--- src/rtl/csa_pkg.sv ---
`default_nettype none
// ============================================================================
//  Module      : csa_pkg
//  Description : Shared constants, operation encoding and stage-count helper
//                for the pipelined carry-skip adder/subtractor.
//  Revision    : 1.0 - initial release
// ============================================================================
package csa_pkg;

    localparam int CSA_WIDTH          = 32;
    localparam int CSA_BLK_W          = 4;
    localparam int CSA_BLKS_PER_STAGE = 2;

    typedef enum logic {
        CSA_ADD = 1'b0,
        CSA_SUB = 1'b1
    } csa_op_e;

    // Number of pipeline stages for a given width, block size and blocks/stage.
    function automatic int csa_num_stages(input int width, input int blk_w, input int bps);
        return (width / blk_w) / bps;
    endfunction

endpackage
`default_nettype wire

--- src/rtl/carry_skip_block_p.sv ---
`default_nettype none
// ============================================================================
//  Module      : carry_skip_block_p
//  Description : One combinational carry-skip block. Ripples internally; the
//                carry-out bypasses the ripple chain when every bit
//                propagates.
//  Ports       : a, b  - BLK_W-bit operand slices
//                cin   - carry into the block
//                sum   - BLK_W-bit sum slice
//                cout  - carry out of the block
//  Revision    : 1.0 - initial release
// ============================================================================
module carry_skip_block_p #(
    parameter int BLK_W = 4
) (
    input  logic [BLK_W-1:0] a,
    input  logic [BLK_W-1:0] b,
    input  logic             cin,
    output logic [BLK_W-1:0] sum,
    output logic             cout
);

    logic [BLK_W-1:0] w_p;
    logic [BLK_W:0]   w_c;

    assign w_p = a ^ b;

    always_comb begin
        w_c    = '0;
        w_c[0] = cin;
        for (int i = 0; i < BLK_W; i++) begin
            w_c[i+1] = (a[i] & b[i]) | (w_p[i] & w_c[i]);
        end
    end

    assign sum  = w_p ^ w_c[BLK_W-1:0];
    // When all bits propagate, the block's carry-out is simply its carry-in.
    assign cout = (&w_p) ? cin : w_c[BLK_W];

endmodule
`default_nettype wire

--- src/rtl/carry_skip_adder_pipe.sv ---
`default_nettype none
// ============================================================================
//  Module      : carry_skip_adder_pipe
//  Description : Parametrised, pipelined carry-skip adder/subtractor with an
//                elastic valid/ready pipeline (full backpressure, no bubbles).
//                Each stage resolves BLKS_PER_STAGE skip blocks using the carry
//                registered by the previous stage.
//  Ports       : clk, rst                 - clock, synchronous active-high reset
//                in_valid/in_ready        - input handshake
//                in_a, in_b, in_cin       - operands and carry-in
//                in_sub                   - 0: A+B+cin, 1: A-B (cin ignored)
//                out_valid/out_ready      - output handshake
//                out_sum, out_cout        - result and carry (1 = no borrow)
//                out_ovf                  - signed overflow (CSA_OVF_EN only)
//  Macro       : CSA_OVF_EN - adds out_ovf and the pipelined MSB sign bits.
//  Revision    : 1.0 - initial release
// ============================================================================
module carry_skip_adder_pipe
    import csa_pkg::*;
#(
    parameter int WIDTH          = CSA_WIDTH,
    parameter int BLK_W          = CSA_BLK_W,
    parameter int BLKS_PER_STAGE = CSA_BLKS_PER_STAGE
) (
    input  logic             clk,
    input  logic             rst,
    input  logic             in_valid,
    output logic             in_ready,
    input  logic [WIDTH-1:0] in_a,
    input  logic [WIDTH-1:0] in_b,
    input  logic             in_cin,
    input  logic             in_sub,
    output logic             out_valid,
    input  logic             out_ready,
    output logic [WIDTH-1:0] out_sum,
    output logic             out_cout
`ifdef CSA_OVF_EN
    ,
    output logic             out_ovf
`endif
);

    localparam int NUM_BLKS  = WIDTH / BLK_W;
    localparam int STAGES    = csa_num_stages(WIDTH, BLK_W, BLKS_PER_STAGE);
    localparam int c_STAGE_W = BLK_W * BLKS_PER_STAGE;

    if ((WIDTH % BLK_W) != 0) begin : g_chk_width
        $error("carry_skip_adder_pipe: WIDTH must be a multiple of BLK_W");
    end
    if ((NUM_BLKS % BLKS_PER_STAGE) != 0) begin : g_chk_bps
        $error("carry_skip_adder_pipe: NUM_BLKS must be a multiple of BLKS_PER_STAGE");
    end

    // Operand conditioning: subtraction is A + ~B + 1.
    csa_op_e          w_op;
    logic [WIDTH-1:0] w_b_eff;
    logic             w_c_eff;

    assign w_op    = csa_op_e'(in_sub);
    assign w_b_eff = (w_op == CSA_SUB) ? ~in_b : in_b;
    assign w_c_eff = (w_op == CSA_SUB) ? 1'b1  : in_cin;

    // Per-stage register contents, exported from each generate scope.
    logic [STAGES:0]   w_rdy;
    logic [STAGES-1:0] w_v_q;
    logic [STAGES-1:0] w_c_q;
    logic [WIDTH-1:0]  w_a_q   [STAGES];
    logic [WIDTH-1:0]  w_b_q   [STAGES];
    logic [WIDTH-1:0]  w_sum_q [STAGES];
`ifdef CSA_OVF_EN
    logic [STAGES-1:0] w_amsb_q;
    logic [STAGES-1:0] w_bmsb_q;
`endif

    assign w_rdy[STAGES] = out_ready;

    for (genvar k = 0; k < STAGES; k++) begin : g_stage
        logic             w_v_in;
        logic             w_c_in;
        logic [WIDTH-1:0] w_a_in;
        logic [WIDTH-1:0] w_b_in;
        logic [WIDTH-1:0] w_sum_in;
`ifdef CSA_OVF_EN
        logic             w_amsb_in;
        logic             w_bmsb_in;
`endif

        // A stage may load when empty or when its successor is loading.
        assign w_rdy[k] = ~w_v_q[k] | w_rdy[k+1];

        if (k == 0) begin : g_src_in
            assign w_v_in   = in_valid;
            assign w_c_in   = w_c_eff;
            assign w_a_in   = in_a;
            assign w_b_in   = w_b_eff;
            assign w_sum_in = '0;
`ifdef CSA_OVF_EN
            assign w_amsb_in = in_a[WIDTH-1];
            assign w_bmsb_in = w_b_eff[WIDTH-1];
`endif
        end else begin : g_src_prev
            assign w_v_in   = w_v_q[k-1];
            assign w_c_in   = w_c_q[k-1];
            assign w_a_in   = w_a_q[k-1];
            assign w_b_in   = w_b_q[k-1];
            assign w_sum_in = w_sum_q[k-1];
`ifdef CSA_OVF_EN
            assign w_amsb_in = w_amsb_q[k-1];
            assign w_bmsb_in = w_bmsb_q[k-1];
`endif
        end

        logic [BLKS_PER_STAGE:0] w_cy;
        logic [c_STAGE_W-1:0]    w_slice;
        logic [WIDTH-1:0]        w_sum_nxt;

        assign w_cy[0] = w_c_in;

        for (genvar j = 0; j < BLKS_PER_STAGE; j++) begin : g_blk
            localparam int c_LSB = k * c_STAGE_W + j * BLK_W;
            carry_skip_block_p #(
                .BLK_W (BLK_W)
            ) u_blk (
                .a    (w_a_in[c_LSB +: BLK_W]),
                .b    (w_b_in[c_LSB +: BLK_W]),
                .cin  (w_cy[j]),
                .sum  (w_slice[j*BLK_W +: BLK_W]),
                .cout (w_cy[j+1])
            );
        end

        always_comb begin
            w_sum_nxt                            = w_sum_in;
            w_sum_nxt[k*c_STAGE_W +: c_STAGE_W] = w_slice;
        end

        logic             r_v;
        logic             r_c;
        logic [WIDTH-1:0] r_a;
        logic [WIDTH-1:0] r_b;
        logic [WIDTH-1:0] r_sum;

        always_ff @(posedge clk) begin
            if (rst) begin
                r_v   <= 1'b0;
                r_c   <= 1'b0;
                r_a   <= '0;
                r_b   <= '0;
                r_sum <= '0;
            end else if (w_rdy[k]) begin
                r_v   <= w_v_in;
                r_c   <= w_cy[BLKS_PER_STAGE];
                r_a   <= w_a_in;
                r_b   <= w_b_in;
                r_sum <= w_sum_nxt;
            end
        end

        assign w_v_q[k]   = r_v;
        assign w_c_q[k]   = r_c;
        assign w_a_q[k]   = r_a;
        assign w_b_q[k]   = r_b;
        assign w_sum_q[k] = r_sum;

`ifdef CSA_OVF_EN
        logic r_amsb;
        logic r_bmsb;

        always_ff @(posedge clk) begin
            if (rst) begin
                r_amsb <= 1'b0;
                r_bmsb <= 1'b0;
            end else if (w_rdy[k]) begin
                r_amsb <= w_amsb_in;
                r_bmsb <= w_bmsb_in;
            end
        end

        assign w_amsb_q[k] = r_amsb;
        assign w_bmsb_q[k] = r_bmsb;
`endif
    end

    assign in_ready  = w_rdy[0];
    assign out_valid = w_v_q[STAGES-1];
    assign out_sum   = w_sum_q[STAGES-1];
    assign out_cout  = w_c_q[STAGES-1];

`ifdef CSA_OVF_EN
    // Overflow: operands share a sign and the result sign differs from it.
    assign out_ovf = (w_amsb_q[STAGES-1] == w_bmsb_q[STAGES-1]) &&
                     (w_sum_q[STAGES-1][WIDTH-1] != w_amsb_q[STAGES-1]);
`endif

endmodule
`default_nettype wire

--- config.mk ---
export PLATFORM = sky130hd
export DESIGN_NAME = carry_skip_adder_pipe
export DESIGN_NICKNAME = d
export VERILOG_FILES = /design/src/rtl/csa_pkg.sv /design/src/rtl/carry_skip_block_p.sv /design/src/rtl/carry_skip_adder_pipe.sv
export SDC_FILE = /design/constraint.sdc
export NUM_CORES = 1
export LEC_CHECK = 0
export ABC_AREA = 1
export CORE_MARGIN = 2
export CORE_UTILIZATION = 57
export CTS_BUF_LIST = sky130_fd_sc_hd__clkbuf_4 sky130_fd_sc_hd__clkbuf_8
export CTS_CLUSTER_DIAMETER = 40
export CTS_CLUSTER_SIZE = 20
export DETAILED_ROUTE_END_ITERATION = 7
export PLACE_DENSITY_LB_ADDON = 0.15
export SYNTH_ARGS = -nofsm -noshare
export SYNTH_HDL_FRONTEND = slang
export SYNTH_SLANG_ARGS = --single-unit
--- constraint.sdc ---
create_clock -name clk -period 7.7 [get_ports clk]
set_input_delay 2.31 -clock clk [delete_from_list [all_inputs] [get_ports clk]]
set_output_delay 2.31 -clock clk [all_outputs]
set_load 0.005 [all_outputs]
==> results by group <==
Outcome
  • Status: completed

Placement
  • I/O Buffers: 104
  • Placed Cells: 1209
  • DP HPWL: 11200 um
  • GP Congestion: 0.800

Finish
  • Final Instance Count excl. Fillers: 1241
  • Fill cells: 1215
  • Final Util: 68.4%
  • Multi-input gate area: 3800 um^2
  • Fin nets: 1182
  • Antenna cells: 0
  • Layout cells sized above 1: 4.52%
  • Area Overhead vs Synth: 17.9%
  • Seq. cell area: 3680 um^2

Drt
  • Pre-antenna DRT Iters: 5
  • DRT antenna net count: 0
  • DRC errors left: 0
  • Total wire length: 16200 um
  • Vias per Instance: 4.99
  • Vias post-DR: 6196
  • DR WL/cell: 13.0 um
  • Iteration-0 DRC Markers: 421

Timing
  • Final Hold Viols: 0
  • Max_slew headroom: 34.1%
  • Final Max Slew Viols: 0
  • Minimum clock period: 6.43 ns
  • Final Cycle Share: 83.5%
  • Worst-Margin Slew: 0.986 ns
  • Setup_tns: 0 ns
  • Final clock skew: 0.0129 ns
  • Fmax: 0.156 GHz
  • RSZ-0062 raised after global routing: no
  • Setup Viol. Count Final: 0

Synthesis
  • Sequential-to-total area share from yosys stat: 46.1%
  • Net count after synthesis: 1111
  • Mapped Avg Cell Area: 8.18 um^2
  • YS warnings: 0
  • Post-Syn Area: 7990 um^2
  • Distinct cells, synth: 24
  • Post-Synthesis Cells: 977
  • Post-synthesis register bit count: 184

Min path
  • Worst min path class: reg -> reg

Floorplan
  • Die area: 15000 um^2
  • I/O pin count: 105
  • Initial Util: 58.0%
  • Die Y: 122 um
  • Core area: 13800 um^2
  • Num rows: 43
  • DIE WIDTH: 122 um

Power
  • Maximum VDD drop: 0.0981 mV
  • P_leak: 4.02 nW
  • Power per Cell Area: 207 nW/um^2

Setup path
  • Crit path kind: in -> reg
  • CP max FO: 2
  • Critical path arrival: 6.80 ns
  • Crit end category: flip-flop
  • CP startpoint kind: input port
  • Required @ worst endpoint: 8.07 ns

Global route
  • First-pass GRT wire length: 27100 um
  • Global routing usage on met3: 5.30%
  • Pin count of the biggest net entering global routing: 82
  • Initial antenna violation count: 0
  • GR Layer Usage met2: 34.8%
  • GR Overflow Total: 0
  • GR Layer Usage met1: 32.6%
  • Vias in the first global route: 5670
  • GRT Total Usage: 22.9%
  • Busiest grt layer: met2

CTS
  • CTS tree: built
  • Clock root buffer: clkbuf_8
  • Clock buffer depth: 2
  • CTS clk-pin slew, worst paths: 0.09 ns
  • Clock Latency Late Sink: 0.47 ns
  • Post-CTS Resized: 0
  • H-Tree Depth: 4
  • Hold buffers post-CTS: 0
  • TritonCTS Buffers: 17
  • Setup bufs post-CTS: 0
  • CTS sink count: 184

Job
  • Max cap viols: 0
-- sequential cells by signal, indices dropped and copies added, names as in the netlist --
signal / flops
g_stage.r_a: 48
g_stage.r_b: 48
g_stage.r_sum: 48
out_sum: 32
g_stage.r_c: 3
g_stage.r_v: 3
out_cout: 1
out_valid: 1
-- per-stage QoR --
step	area [um^2]	total power, W	hold WS, ns	worst slack (ns)
floorplan	7990	0.00120	0.437	1.05
finish	9420	0.00195	0.464	1.27
global placement	9000	0.00130	0.448	0.863
global route	9420	0.00204	0.479	1.10
detailed placement	9000	0.00130	0.453	0.783
CTS	9420	0.00196	0.465	1.29
-- cell usage after synthesis, drive strengths merged --
library cell / n / area [um^2]
nor2: 195 / 742
clkinv: 1 / 3.75
a21oi: 96 / 480
fa: 32 / 641
inv: 53 / 199
xnor2: 7 / 61.3
o21ai: 107 / 536
clkbuf: 29 / 109
ha: 32 / 400
nand3: 6 / 35.0
nand2: 175 / 657
buf: 31 / 191
and2: 3 / 18.8
dfxtp: 184 / 3680
xor2: 25 / 219
nand4: 1 / 12.5
-- cells in the final DEF (no fill, tap or decap), drive strengths merged --
cell / instances
clkinvlp: 1
clkdlybuf4s50: 102
ha: 32
nand4: 1
nand2: 175
fa: 32
dfxtp: 184
nand3: 6
clkinv: 7
clkbuf: 18
xnor2: 7
and2: 3
buf: 10
nor2: 195
bufinv: 3
o21ai: 107
xor2: 25
inv: 57
a21oi: 96
-- cells by family after synthesis --
kind of cell	count (synthesis)	share of synthesized area [%]
AND/OR/NAND/NOR	380	18.3
AO/OA/AOI/OAI	203	12.7
flip-flops	184	46.1
buffers and inverters	114	6.30
adder cells (fa/ha/maj)	64	13.0
XOR/XNOR	32	3.51
-- final timing paths --
check / startpoint / endpoint / slack (ns) / cells after the start
max: in_b[0] / g_stage[0].r_sum[7] / 1.27 / 15
min: g_stage[1].r_sum[13] / g_stage[1].r_sum[13] / 0.46 / 2
max reg2reg: g_stage[0].r_c / g_stage[1].r_sum[15] / 3.66 / 15
min reg2reg: g_stage[1].r_sum[13] / g_stage[1].r_sum[13] / 0.46 / 2
-- where the power goes --
part / switching [W] / internal, W / total (W)
clock: 0.000339 / 0.000327 / 0.000666
combinational: 0.000113 / 0.000115 / 0.000228
sequential: 0.0000399 / 0.00101 / 0.00105
-- critical path, stage by stage --
cell             delay [ns]
clkdlybuf4s50_1        0.41
xnor2_1                0.16
fa_1                   0.46
fa_1                   0.44
fa_1                   0.43
fa_1                   0.39
o21ai_0                0.12
nand2_1                0.14
fa_1                   0.43
fa_1                   0.44
fa_1                   0.40
inv_1                  0.08
fa_1                   0.41
o21ai_1                0.13
nor2_1                 0.05
-- layer usage --
layer	up-vias	wire length, um
li1	3213	-
met1	2817	7900
met2	148	7270
met3	18	790
met4	0	227
met5	-	0
-- layout make-up --
type | count | area share (%)
clock inverters | 14 | 1.81
clock buffers | 18 | 2.56
flip-flops and latches | 184 | 39.1
well taps | 180 | 2.39
inverters | 54 | 2.15
multi-input cells | 679 | 40.4
repair buffers | 112 | 11.6
(Power assumes the default switching activity.)
